===== src/rtl/periph_timer.sv =====
// rtl/periph_timer.sv - memory-mapped reload timer with LED/switch port and interrupt
// Optional free-running SYSTICK counter built only when PERIPH_TIMER_SYSTICK_EN is defined.
module periph_timer #(
  parameter logic [31:0] BASE_ADDR = 32'h4000_0000
) (
  input  logic        clk,
  input  logic        reset,
  input  logic        rd,
  input  logic        wr,
  input  logic [31:0] addr,
  input  logic [31:0] wdata,
  output logic [31:0] rdata,
  input  logic [7:0]  switch,
  output logic [7:0]  led,
  output logic        irqout
);

  localparam logic [31:0] TL_MAX = 32'hFFFF_FFFF;

  logic        sel;
  logic [2:0]  reg_idx;
  logic        th_we, tl_we, tcon_we, led_we;
  logic [31:0] th, tl;
  logic        run, irq_en, irq_st;
  logic [7:0]  led_q, sw_meta, sw_sync;
  logic [31:0] systick;
  logic        overflow;

  assign sel     = (addr[31:5] == BASE_ADDR[31:5]) && (addr[1:0] == 2'b00);
  assign reg_idx = addr[4:2];
  assign th_we   = wr && sel && (reg_idx == 3'd0);
  assign tl_we   = wr && sel && (reg_idx == 3'd1);
  assign tcon_we = wr && sel && (reg_idx == 3'd2);
  assign led_we  = wr && sel && (reg_idx == 3'd3);

  // A bus write to TL suppresses both the increment and the overflow event.
  assign overflow = run && (tl == TL_MAX) && !tl_we;

  always_ff @(posedge clk or negedge reset) begin
    if (!reset) begin
      th      <= '0;
      tl      <= '0;
      run     <= 1'b0;
      irq_en  <= 1'b0;
      irq_st  <= 1'b0;
      led_q   <= '0;
      sw_meta <= '0;
      sw_sync <= '0;
    end else begin
      sw_meta <= switch;
      sw_sync <= sw_meta;
      if (th_we)  th    <= wdata;
      if (led_we) led_q <= wdata[7:0];
      if (tl_we)
        tl <= wdata;
      else if (overflow)
        tl <= th;
      else if (run)
        tl <= tl + 32'd1;
      if (tcon_we) begin
        run    <= wdata[0];
        irq_en <= wdata[1];
      end
      // Overflow set takes priority over a simultaneous write-1-to-clear.
      if (overflow && irq_en)
        irq_st <= 1'b1;
      else if (tcon_we && wdata[2])
        irq_st <= 1'b0;
    end
  end

`ifdef PERIPH_TIMER_SYSTICK_EN
  logic [31:0] systick_q;
  always_ff @(posedge clk or negedge reset) begin
    if (!reset) systick_q <= '0;
    else        systick_q <= systick_q + 32'd1;
  end
  assign systick = systick_q;
`else
  assign systick = '0;
`endif

  always_comb begin
    rdata = '0;
    if (rd && sel) begin
      case (reg_idx)
        3'd0:    rdata = th;
        3'd1:    rdata = tl;
        3'd2:    rdata = {29'd0, irq_st, irq_en, run};
        3'd3:    rdata = {24'd0, led_q};
        3'd4:    rdata = {24'd0, sw_sync};
        3'd5:    rdata = systick;
        default: rdata = '0;
      endcase
    end
  end

  assign led    = led_q;
  assign irqout = irq_en & irq_st;

endmodule


===== config.mk =====
export PLATFORM = sky130hd
export DESIGN_NAME = periph_timer
export DESIGN_NICKNAME = d
export VERILOG_FILES = /design/src/rtl/periph_timer.sv
export SDC_FILE = /design/constraint.sdc
export NUM_CORES = 1
export LEC_CHECK = 0
export ABC_AREA = 1
export CORE_UTILIZATION = 40
export DETAILED_ROUTE_END_ITERATION = 12
export HOLD_SLACK_MARGIN = 0.03
export PLACE_DENSITY_LB_ADDON = 0.12
export SLEW_MARGIN = 20
export SYNTH_ARGS = -nofsm -noshare
export SYNTH_HDL_FRONTEND = slang
export SYNTH_SLANG_ARGS = --single-unit

===== constraint.sdc =====
create_clock -name clk -period 1.6 [get_ports clk]
set_input_delay 0.16 -clock clk [delete_from_list [all_inputs] [get_ports clk]]
set_output_delay 0.16 -clock clk [all_outputs]
set_load 0.05 [all_outputs]

==> results.cfg <==
[status]
status = complete, but fails checks
violations = setup timing

[yosys]
synth.most_common_cell = nand2_1
synthTopCellsByCount = 277 x nand2_1, 150 x inv_1, 91 x dfrtp_1
ys_ff_latch = 91
syn_avg_cell_area_um2 = 6.599
netlist.area_leader.share_pct = 38.47
ys_warn_count = 0
yosysSeqAreaShare_pct = 38.47
yosys.area.top_type = dfrtp_1
synthTopCellsByArea = dfrtp_1 38%, nand2_1 18%, inv_1 9.5%
ys_types = 34
syn_inst = 897
synth_nets = 974
synth_edf_count = 0
ys.flop_type = dfrtp_1
synthArstFlopShare_pct = 100.0
synthesis.area_um2 = 5919

[pwr]
p_per_area_nw_per_um2 = 510.0
p_leak_nw = 4.212
vdd.ir_drop.worst_mv = 0.5673

[critical_path]
cp-end-kind = output port
worstPathArrival_ns = 1.67
path_max_fanout = 6
required_ns = 1.44
crit_type = input pin to output port
worstSetupStartpointType = input pin

[floorplan]
die_x_um = 123.7
die_area_um2 = 15290
io_pins = 117
start_util_pct = 40.88
die_y_um = 123.7
core_area_um2 = 14480
row_count = 44

[route]
drt_iter0_markers = 545
drtAntennaViolNets = 0
wl_per_cell_um = 15.03
routed_wl_um = 19770
dr_total_vias = 6610
via_per_inst = 5.027
first_pass_iters = 5
drc_errors = 0

[sta]
fmax_mhz = 545.9
rsz0062_at_grt = true
skew_ns = 0.006490
timing.slew.headroom_pct = 77.10
finalSetupViolCount = 65
timing.hold.ws_ns = 0.2175
drv_slew = 0
timing.final.ws_setup_ns = -0.2320
worst_slew_pin_slew_ns = 0.3410
layout_min_cycle_time_ns = 1.832
finalCritPeriodShare_pct = 114.5
hold_viol_final = 0

[cells_and_area]
postLayoutCoreUtil_pct = 65.47
nNetsFinal = 1203
antenna_cells = 0
drive_above_1_share_pct = 26.35
syn2layout_area_growth_pct = 60.14
fillers = 1279

[global_routing]
grt_use_total_pct = 27.45
grt_pass1_vias = 6118
grt_max_degree = 62
overflow = 0
grt_pass1_wl_um = 31570
antenna_found_initial = 0

[worst_hold_path]
hold_path_class = input pin to asynchronous set/reset pin

[run]
drv_cap = 0

[cts]
cts_tree = done
htree_levels = 3
clock_latency_ns = 0.36
clock-sinks = 91
cts.path.max_buffers = 2
cts_made_buffers = 9
clkTransAtPathRegs_ns = 0.07
clock-root-buffer = clkbuf_16

[place]
io_buffer_count = 116
gp_congestion = 0.9422
hpwl_um = 14270
==> report_power, final <==
group	switching, W	internal (W)	leakage [nW]
combinational	0.000196	0.000237	2.84
clock	0.000999	0.00108	0.138
sequential	0.00000514	0.00232	1.23
total	0.00120	0.00363	4.21
==> worst paths after layout <==
path                             from          to  slack, ns  cells past startpoint
min reg2reg                sw_meta[2]  sw_sync[2]       0.35                      0
max in group asynchronous       reset       tl[4]       0.86                      3
max reg2reg                     tl[0]      tl[20]      -0.22                     11
min in group clk            switch[3]  sw_meta[3]       0.23                      1
max                          addr[11]    rdata[0]      -0.23                     12
min                             reset      th[14]       0.22                      2
==> layer usage <==
layer,vias up,global-route usage [%],wire length (µm)
met4,0,8.358,333
met2,191,44.44,9328
li1,3312,-,-
met3,23,3.526,1071
met5,-,0,0
met1,3084,38.16,9037
==> cells in the final DEF (no fill, tap or decap), drive strengths merged <==
cell type / instances
a21oi: 32
a22oi: 3
a32o: 4
a41oi: 4
buf: 210
clkbuf: 9
clkdlybuf4s15: 1
clkdlybuf4s50: 42
clkinv: 9
clkinvlp: 1
dfrtp: 91
dlygate4sd2: 2
dlygate4sd3: 1
ha: 1
inv: 156
nand2: 277
nand3: 71
nand3b: 1
nand4: 36
nor2: 75
nor3: 11
nor4: 2
o211ai: 1
o21ai: 50
o22ai: 22
or2: 1
xnor2: 1
xor2: 17
==> kinds of logic (layout without fill, tap and decap cells) <==
group	after synthesis	in the layout	share of synthesized area, %
flip-flops	91	91	38.47
AO/OA/AOI/OAI	116	116	11.03
adder cells (fa/ha/maj)	1	1	0.2113
buffers and inverters	197	431	13.10
XOR/XNOR	18	18	2.663
AND/OR/NAND/NOR	474	474	34.52
==> flip-flops by register name, indices dropped and copies added, names as in the netlist <==
signal / count
irq_st: 1
sw_meta: 8
th: 32
sw_sync: 8
led: 8
run: 1
tl: 32
irq_en: 1
==> per-stage QoR <==
stage / std cells / power, W / setup slack, ns / instance area (µm²) / setup TNS (ns)
after CTS: 1313 / 0.004835 / -0.2127 / 9284 / -8.286
after global routing: 1315 / 0.005002 / -0.3478 / 9479 / -17.48
final: 1315 / 0.004834 / -0.2320 / 9479 / -10.04
after floorplan: 897 / 0.002450 / -0.2173 / 6245 / -7.504
after detailed placement: 1278 / 0.002767 / -0.6068 / 8661 / -44.00
after global placement: 1278 / 0.002763 / -0.5762 / 8661 / -40.83
==> worst max-delay path: stages <==
cell and delay (ns):
buf_6 0.09, nor2_2 0.09, nand2_1 0.06, nor2_1 0.10, nand2_1 0.09, nor2_4 0.16
o211ai_1 0.15, buf_4 0.20, buf_12 0.15, a41oi_2 0.15, buf_4 0.15, buf_12 0.13
==> repair_timing <==
| item | CTS | global route |
|---|---|---|
| hold endpoints to repair | 91 | 0 |
| cloned | 5 | 0 |
| hold buffers | 1 | 0 |
| setup endpoints to repair | 65 | 65 |
| setup buffers | 13 | 2 |
| pin swaps | 9 | 14 |
| gates resized for setup | 169 | 37 |
==> layout make-up <==
| type | instances | area [µm²] | area share [%] |
|---|---|---|---|
| inverter | 159 | 598.1 | 6.309 |
| multi-input combinational | 609 | 3377 | 35.63 |
| timing repair buffer | 256 | 2713 | 28.62 |
| sequential | 91 | 2277 | 24.02 |
| clock inverter | 7 | 58.81 | 0.6204 |
| clock buffer | 9 | 225.2 | 2.376 |
| tap | 184 | 230.2 | 2.429 |
Note: power is estimated with default switching activity, not from simulation.
==> RTL edit 1 (same flow settings) <==
The option `PERIPH_TIMER_SYSTICK_EN` is turned on by a define.
--- a/src/rtl/periph_timer.sv
+++ b/src/rtl/periph_timer.sv
@@ -1,5 +1,7 @@
 // rtl/periph_timer.sv - memory-mapped reload timer with LED/switch port and interrupt
 // Optional free-running SYSTICK counter built only when PERIPH_TIMER_SYSTICK_EN is defined.
+`define PERIPH_TIMER_SYSTICK_EN
+
 module periph_timer #(
   parameter logic [31:0] BASE_ADDR = 32'h4000_0000
 ) (
Function: changed (a bounded check fails within 4 cycles, from zero or initial values and one cycle with reset low).
==> RTL edit 1 against the unedited design <==
  * The flow still finishes with violations (negative setup slack)
  * Die area rose by 28%
  * Sequential cell count is 32 higher
  * Final cell count increased by 26%
  * Total power grew 54%
  * Area after synthesis up 29%
  * Register-to-register slack worse by 130 ps
  * Critical path depth stayed put
  * Routed wire length is 58% higher
  * Final area increased by 40%
  * Worst setup slack lost 120 ps
  * Count of clock-buffer cells in the layout grew 9
==> RTL edit 1: results (changes against the unedited design) <==
| Metric | Value |
|---|---|
| Seq. pwr | 3140 uW (+35%) |
| Seq/Total Area, Yosys | 0.404 (+0.0194) |
| Synth Area in XOR/XNOR | 0.0552 (+0.0286) |
| Reg2Reg Depth | 12 (+1) |
| Setup Fix Bufs, Post-CTS | 37 (+24) |
| CP max FO | 5 (-1) |
| Hpwl dp | 20500 um (+43%) |
| CP max-delay cell | dfrtp_2 |
| Library cells used by synthesis | 38 (+12%) |
| Placed Area | 10600 sq um (+23%) |
| Port Buffers | 116 (unchanged) |
| Worst-margin pin slew | 442 ps (+101 ps) |
| H-tree Lvls | 4 (+1) |
| Sw power | 1890 uW (+57%) |
| Failing checks | negative setup slack |
| Global-route wire length before repair | 48400 um (+53%) |
| Setup ws final | -354 ps (-123 ps) |
| Hold crit path type | in -> reg |
| Vias in the first global route | 8967 (+47%) |
| Crit path DAT | 2280 ps (+610 ps) |
| Final wirelength | 31200 um (+58%) |
| All-layer global routing usage | 0.322 (+0.0474) |
| R2r endpoint | tl[11] |
| Pleak | 0.00581 uW (+38%) |
| Nets | 1490 (+24%) |
| CTS buffer count | 17 (+8) |
| Critical path's largest stage delay | 390 ps (+190 ps) |
| Adder-cell share of the synthesized area | 0.00329 (+0.00117) |
| Status | complete, but fails checks |
| Hold path startpoint | switch[6] |
| Clk_lat worst skew | 430 ps (+70 ps) |
| Final setup fails | 70 (+7.7%) |
| Largest cells by area after synthesis | dfrtp_1, nand2_1, inv_1 |
| Skew final | 10.8 ps (+4.32 ps) |
| Mapped Nets | 1166 (+20%) |
| Sum of negative setup slack | -12690 ps (-2650 ps) |
| CTS resizes | 392 (+130%) |
-- RTL edit 1: changes by cell type in the layout (fill, tap and decap cells not counted), sizes merged, moves of 9 or more --
cell    before  now
nor3        11   27
inv        156  180
buf        210  293
o21ai       50   79
nand3       71   91
a221oi       0    9
xor2        17   39
nor2        75  123
nand2      277  253
clkbuf       9   18
dfrtp       91  123
-- RTL edit 1: final cells by class --
| cell class | instances | area (sq um) |
|---|---|---|
| multi-input cells | 745 | 5070 |
| inverters | 177 | 684 |
| fillers | 1400 | 5460 |
| repair buffers | 348 | 3540 |
| flip-flops and latches | 123 | 3090 |
| clock buffers | 18 | 429 |
| clock inverters | 14 | 138 |
| well taps | 234 | 293 |
-- RTL edit 1: how the worst max path moves through the flow --
stage / endpoint / slack [ps] / from
after CTS: rdata[3] / -300 / tl[3]
after detailed placement: tl[1] / -540 / addr[3]
after global placement: rdata[0] / -510 / addr[4]
after global routing: tl[11] / -430 / tl[0]
after floorplan: rdata[10] / -180 / addr[18]
final: tl[11] / -350 / tl[0]
-- RTL edit 1: layer usage --
layer | up-vias | share of wire | global-route usage | routed length [um]
met1 | 4290 | 0.41 | 0.418 | 12900
li1 | 4171 | - | - | -
met4 | 0 | 0.036 | 0.149 | 1110
met2 | 375 | 0.49 | 0.529 | 15100
met3 | 93 | 0.067 | 0.0499 | 2100
met5 | - | 0 | 0 | 0
-- RTL edit 1: stage by stage --
stage | worst slack (ps) | total power (uW) | cells | hold slack (ps) | utilization
6_report | -354 | 7430 | 1659 | 162 | 0.708
5_1_grt | -432 | 7630 | 1659 | 160 | 0.708
4_1_cts | -298 | 7440 | 1645 | 153 | 0.685
3_5_place_dp | -536 | 3630 | 1567 | 106 | 0.568
3_3_place_gp | -506 | 3630 | 1567 | 106 | 0.568
2_1_floorplan | -180 | 3280 | 1088 | -136 | -
==> RTL edit 2 (same flow settings) <==
Without the edit above. Register the output `led` once more; this adds one clock of latency there. The other outputs are not delayed to match.
--- a/src/rtl/periph_timer.sv
+++ b/src/rtl/periph_timer.sv
@@ -95,7 +95,9 @@
     end
   end
 
-  assign led    = led_q;
+  always_ff @(posedge clk) begin
+    led <= led_q;
+  end
   assign irqout = irq_en & irq_st;
 
 endmodule
Function: changed (a bounded check fails within 4 cycles, from zero or initial values and one cycle with reset low).
==> RTL edit 2 against the unedited design <==
  * The flow still finishes with violations (negative setup slack)
  * Total power rose by 7.9%
  * Worst setup slack improved by 24 ps
  * Final area rose by 6.0%
  * Die area rose by 0.75%
  * Routed wire length rose by 12%
  * Area after synthesis rose by 0.76%
  * Sequential cell count rose by 8
  * Critical path type is now reg -> out
  * Largest cell class unchanged
==> RTL edit 2: results (changes against the unedited design) <==
| Metric | Value |
|---|---|
| Status | complete, but fails checks |
| Failing checks | negative setup slack |
| First DRT Iteration DRCs | 600 (+10%) |
| CP max-delay cell | dfrtp_1 |
| Vias in the first global route | 6545 (+7.0%) |
| Setup ws final | -208 ps (+23.8 ps) |
| Via count | 6935 (+4.9%) |
| Count of multi-input combinational gates | 670 (+10%) |
| Worst setup startpoint | tl[0] |
| Synth cell count leaders | nand2_1, nand3_1, nor2_1, dfrtp_1, inv_1 |
| Multi-input gate area | 3940 sq um (+17%) |
| M1 WL | 9880 um (+9.3%) |
| Bufs w/o clock | 280 (+9.4%) |
| Post-layout util | 0.691 (+0.0366) |
| Setup Fix Bufs, Post-CTS | 28 (+15) |
| FFs w/ async S/R, synth | 0.919 (-0.0808) |
| Largest net degree at the start of global routing | 92 (+48%) |
| Signal buf overhead | 0.279 (-0.00721) |
| R2r endpoint | tl[28] |
| Non-clock inverters | 80 (-50%) |
| Skew final | 8.77 ps (+2.28 ps) |
| Routed length on met2 | 10400 um (+11%) |
| Placed Area | 8590 sq um (-0.81%) |
| Critical path's largest stage delay | 420 ps (+220 ps) |
| Library cells used by synthesis | 39 (+15%) |
| Seq/total area | 0.243 (+0.00261) |
| Filler cell count | 1184 (-7.4%) |
| Pre-CTS WS | -566 ps (+40.5 ps) |
| Final setup fails | 65 (unchanged) |
| Hold crit path type | in -> reg |
| CTS resizes | 235 (+39%) |
| Reg2Reg Setup Slack | -180 ps (+40 ps) |
| Worst vdd ir | 0.451 mV (-21%) |
| Global-route wire length before repair | 33900 um (+7.3%) |
| RD Place Congestion | 0.915 (-2.9%) |
| Worst slew margin | 0.622 (-0.149) |
| Mapped Nets | 963 (-1.1%) |
| Hpwl dp | 14400 um (+1.0%) |
| RR Startpoint | tl[1] |
| Routed wire per std cell | 16.7 um (+11%) |
| Seq. pwr | 2520 uW (+8.6%) |
| Largest cells by area after synthesis | dfrtp_1, nand2_1, nand3_1 |
| Clock buf/inv share | 0.0301 (+0.000174) |
| Clk pwr | 2250 uW (+8%) |
| Routed length on met3 | 1470 um (+37%) |
| Num Clock Sinks | 99 (+8.8%) |
==> RTL edit 2: changes by cell type in the layout (fill, tap and decap cells not counted), sizes merged, moves of 20 or more <==
| cell | change |
|---|---|
| o22ai | -21 |
| nand2 | +29 |
| inv | -79 |
| nor2 | +35 |
| nand3 | +40 |
| buf | +20 |
==> RTL edit 2: cells by family after synthesis <==
| family | after synthesis | share of synthesized area |
|---|---|---|
| AND/OR/NAND/NOR | 573 | 0.415 |
| buffers and inverters | 119 | 0.0799 |
| flip-flops | 99 | 0.409 |
| AO/OA/AOI/OAI | 80 | 0.0736 |
| XOR/XNOR | 14 | 0.0206 |
| adder cells (fa/ha/maj) | 1 | 0.00210 |
==> RTL edit 2: through the flow <==
step / setup TNS, ps / hold slack [ps] / std cells
global placement: -43780 / 249 / 1267
floorplan: -1310 / -136 / 886
CTS: -4520 / 220 / 1319
finish: -6010 / 223 / 1329
detailed placement: -46380 / 254 / 1267
global route: -11040 / 220 / 1329
